[config.mk]
export PLATFORM = sky130hd
export DESIGN_NAME = mbist_addr_counter
export DESIGN_NICKNAME = d
export VERILOG_FILES = /design/src/rtl/mbist_addr_counter.sv
export SDC_FILE = /design/constraint.sdc
export NUM_CORES = 1
export LEC_CHECK = 0
export BUFFER_PORTS_ARGS = -buffer_cell sky130_fd_sc_hd__buf_2
export CAP_MARGIN = 5
export CORE_ASPECT_RATIO = 0.5
export CORE_MARGIN = 10
export CORE_UTILIZATION = 40
export CTS_CLUSTER_DIAMETER = 60
export DETAILED_ROUTE_END_ITERATION = 12
export HOLD_SLACK_MARGIN = 0.05
export PLACE_DENSITY = 0.66
export SLEW_MARGIN = 15
export SYNTH_ARGS = -nofsm -noshare
export SYNTH_HDL_FRONTEND = slang
export SYNTH_SLANG_ARGS = --single-unit
[constraint.sdc]
create_clock -name clk -period 2.35 [get_ports clk]
set_input_delay 0.235 -clock clk [delete_from_list [all_inputs] [get_ports clk]]
set_output_delay 0.235 -clock clk [all_outputs]
set_load 0.005 [all_outputs]
[src/rtl/mbist_addr_counter.sv]
// Windowed up/down address sequencer for the MBIST march engine.
// Optional Gray-coded address output when ADDR_CNT_GRAY_EN is defined.
module mbist_addr_counter #(
    parameter int unsigned LENGTH      = 10,
    parameter int unsigned SWEEP_WIDTH = 4
) (
    input  logic                   clk,
    input  logic                   rst,
    input  logic                   cen,
    input  logic                   ld,
    input  logic                   u_d,
    input  logic [LENGTH-1:0]      d_in,
    input  logic [LENGTH-1:0]      lo,
    input  logic [LENGTH-1:0]      hi,
    input  logic                   wrap_en,
    output logic [LENGTH-1:0]      q,
    output logic                   cout,
    output logic                   done,
    output logic [SWEEP_WIDTH-1:0] sweep_cnt
`ifdef ADDR_CNT_GRAY_EN
    ,
    output logic [LENGTH-1:0]      q_gray
`endif
);

    logic [LENGTH-1:0]      q_q, q_d;
    logic                   done_q, done_d;
    logic [SWEEP_WIDTH-1:0] sweep_q, sweep_d;
    logic                   at_hi, at_lo, at_bound;

    assign at_hi    = (q_q >= hi);
    assign at_lo    = (q_q <= lo);
    assign at_bound = u_d ? at_hi : at_lo;

    always_comb begin
        q_d     = q_q;
        done_d  = done_q;
        sweep_d = sweep_q;
        cout    = cen & ~ld & at_bound;
        if (cen) begin
            if (ld) begin
                q_d    = d_in;
                done_d = 1'b0;
            end else if (!at_bound) begin
                q_d = u_d ? q_q + LENGTH'(1) : q_q - LENGTH'(1);
            end else if (wrap_en) begin
                // Wrap lands on the opposite bound, never modulo 2^LENGTH.
                q_d = u_d ? lo : hi;
                if (sweep_q != {SWEEP_WIDTH{1'b1}}) begin
                    sweep_d = sweep_q + SWEEP_WIDTH'(1);
                end
            end else begin
                done_d = 1'b1;
            end
        end
    end

    always_ff @(posedge clk) begin
        if (rst) begin
            q_q     <= '0;
            done_q  <= 1'b0;
            sweep_q <= '0;
        end else begin
            q_q     <= q_d;
            done_q  <= done_d;
            sweep_q <= sweep_d;
        end
    end

    assign q         = q_q;
    assign done      = done_q;
    assign sweep_cnt = sweep_q;

`ifdef ADDR_CNT_GRAY_EN
    assign q_gray = q_q ^ (q_q >> 1);
`endif

endmodule

==> results.yml <==
cts:
  clk_pin_slew_ps: 70
  clk_latency_ps: 260
  ctsHtreeMaxLevel: 1
  cts_tree: "yes"
  cts-root-buf: "clkbuf_8"
  numCtsBuffers: 3
  cts.sinks: 15
  cts_max_path_buffers: 2
  cts_hold_buffers: 0
global_routing:
  grt_overflow: 0
  grt_use_total_pct: 15.8
  use_met1_pct: 21.2
  antenna_found_initial: 0
  grt_pass1_vias: 2020
  grtUsageMet3_pct: 3.05
  grt_busiest_layer: "met2"
  grt_pass1_wl_um: 9960
  use_met2_pct: 26.0
  grt_max_degree: 21
final_layout:
  mostFrequentLayoutCells: "50 x buf_2, 34 x buf_4, 30 x inv_1"
  nFillCells: 367
  drive_gt1_share_pct: 44.6
  antenna_cells: 0
  layout.nets: 383
  fin_util_pct: 62.6
  syn_to_final_growth_pct: 50.5
  multi_input_area_um2: 1610
  seq_area_um2: 314
  final_common_cell: "buf_2"
worst_setup_path:
  crit_cells: 8
  crit_path_start_kind: "register"
  r2r_setup_slack_ps: -10
  crit_chain: "ha_1 > a21o_1 > a211oi_1 > o21a_1 > nor2_2 > buf_6 > and3_4 > buf_6"
  worstPathArrival_ps: 2170
  crit_family: "compound AO/OA/AOI/OAI gates"
  cpMostUsedCell: "buf_6"
  crit_end: "cout"
  cp_slowest_cell: "dfxtp_1"
  startpoint: "q[8]"
  end_kind: "primary output"
  cp_max_fo: 3
  critical_path_buf_inv_count: 2
  ff2ff_path_depth: 12
  slowest_delay_ps: 380
  r2r_start: "q[3]"
  cp_data_required_time_ps: 2120
  critical_path_class: "reg -> out"
  regToRegEndpoint: "sweep_cnt[1]"
timing:
  clock_skew_ps: 1.67
  fmax_mhz: 416
  fin_tns_setup_ps: -66.2
  worst_slew_pin_slew_ps: 486
  setup_viol: 2
  hold_viol_final: 0
  fin_crit_sh_pct: 102
  final_max_slew_viol_count: 0
  grt_setup_unrepaired: "yes"
  setup_slack_ps: -51.7
  max_slew_margin_pct: 67.3
  min_period_ps: 2400
run_status:
  status: "complete, but fails checks"
  violations: "setup timing"
power_and_ir_drop:
  power_density_nw_per_um2: 419
  power.total_mw: 1.16
  p_leak_nw: 1.34
  vdd_drop_max_uv: 245
routing:
  wl_per_cell_um: 17.7
  ant_nets: 0
  dr.pass1.iters: 4
  drc: 0
  drtIter0Drc: 177
  totalWireLength_um: 6590
  via_per_inst: 5.58
  via_count: 2081
hold_path:
  hold-path-cell-count: 2
  hold_path_class: "in -> reg"
logic_synthesis:
  synth_cells: 229
  netlist_area_um2: 1840
  synth_edf_count: 0
  yosysWarningCount: 0
  synth.net_count: 295
  synth_ff_type: "dfxtp_1"
  synth.avg_cell_area_um2: 8.03
  yosysSeqAreaShare_pct: 16.3
  synth.distinct_cells: 47
  synthArstFlopShare_pct: 0
  synth-seq-cells: 15
die:
  fp.dieW_um: 116
  start_util_pct: 41.6
  pin_count: 52
  fp.dieArea_um2: 7880
  core_um2: 4420
  rows: 17
  die_y_um: 68.0
flow_run:
  maxCapViolations: 0
placed_design:
  hpwl_um: 5120
  port_buffers: 51
  gp_congestion: 0.848
==> how the worst min path moves through the flow <==
stage	end	start	slack [ps]
4_1_cts	done	cen	260
5_1_grt	done	cen	270
3_3_place_gp	sweep_cnt[2]	sweep_cnt[2]	500
3_5_place_dp	done	cen	520
2_1_floorplan	done	cen	340
6_report	done	cen	250
==> Yosys cell counts (2+ instances only) <==
library cell	number	share of area, %
ha_1	29	20
nand4_1	3	1.0
nand2b_1	2	0.68
nor3b_2	4	2.7
dfxtp_1	15	16
nand3_1	7	1.9
a21o_1	6	2.4
nand2_1	15	3.1
nor2_1	14	2.9
o211ai_1	8	3.3
o21a_1	3	1.2
o21ai_0	11	3.0
a31oi_1	2	0.68
or3_1	2	0.68
a311oi_2	5	4.1
inv_1	31	6.3
xnor2_1	3	1.4
mux2i_1	6	3.3
clkbuf_1	4	0.82
a211oi_1	4	1.6
o2111ai_1	4	1.9
buf_2	3	0.82
a21oi_1	16	4.4
xor2_1	5	2.4
o21ai_1	2	0.54
a31o_1	4	1.9
==> state kept, by name, indices dropped and copies added (netlist names) <==
register	flops
sweep_cnt	4
q	10
done	1
==> worst reg2reg max path: stages (launching register included) <==
cell and delay (ps):
dfxtp_4 370, ha_4 270, buf_6 80, nand4_1 100, a21oi_2 170, a2111oi_4 80, buf_4 150, a2111o_2 400
buf_4 160, nand3_2 80, buf_6 120, mux2i_2 200, nor2_1 50
==> through the flow <==
step	cells	worst slack, ps	hold WS, ps	cell area (µm²)
after detailed placement	364	-172	521	2490
after global placement	364	-87.0	504	2490
final	373	-51.7	254	2770
after floorplan	229	-55.1	335	1930
after CTS	371	-12.7	258	2640
after global routing	373	-120	274	2770
==> metal layers <==
layer	wire, µm	share of wire (%)	vias to the layer above
met5	0	0	-
met4	41	0.62	0
met3	485	7.4	8
met2	3090	47	68
met1	2970	45	983
li1	-	-	1022
==> report_power, final <==
part / switching (mW) / internal [mW]
sequential: 0.0234 / 0.274
combinational: 0.323 / 0.313
clock: 0.107 / 0.118
total: 0.453 / 0.705
==> cell type report <==
| cell class | count | area share, % |
|---|---|---|
| timing repair buffer | 91 | 21.7 |
| clock inverter | 1 | 0.181 |
| clock buffer | 3 | 1.49 |
| tap | 57 | 2.58 |
| inverter | 32 | 4.48 |
| sequential | 15 | 11.3 |
| multi-input combinational | 174 | 58.2 |
==> timing repair <==
item,in CTS,in global routing
gates resized for setup,18,20
setup buffers,3,2
pin swaps,13,11
endpoints found under the setup margin,12,14
==> logic make-up (layout without fill, tap and decap cells) <==
group / Yosys count / count (layout) / share of synthesized area (%)
DFF: 15 / 15 / 16.3
muxes: 6 / 6 / 3.27
buffers and inverters: 40 / 127 / 8.37
xor gates and xnor gates: 8 / 8 / 3.81
adders and majority gates: 30 / 30 / 20.8
and+or+nand+nor: 53 / 53 / 15.2
AOI/OAI and AO/OA: 77 / 77 / 32.2
Note: power is estimated with default switching activity, not from simulation.
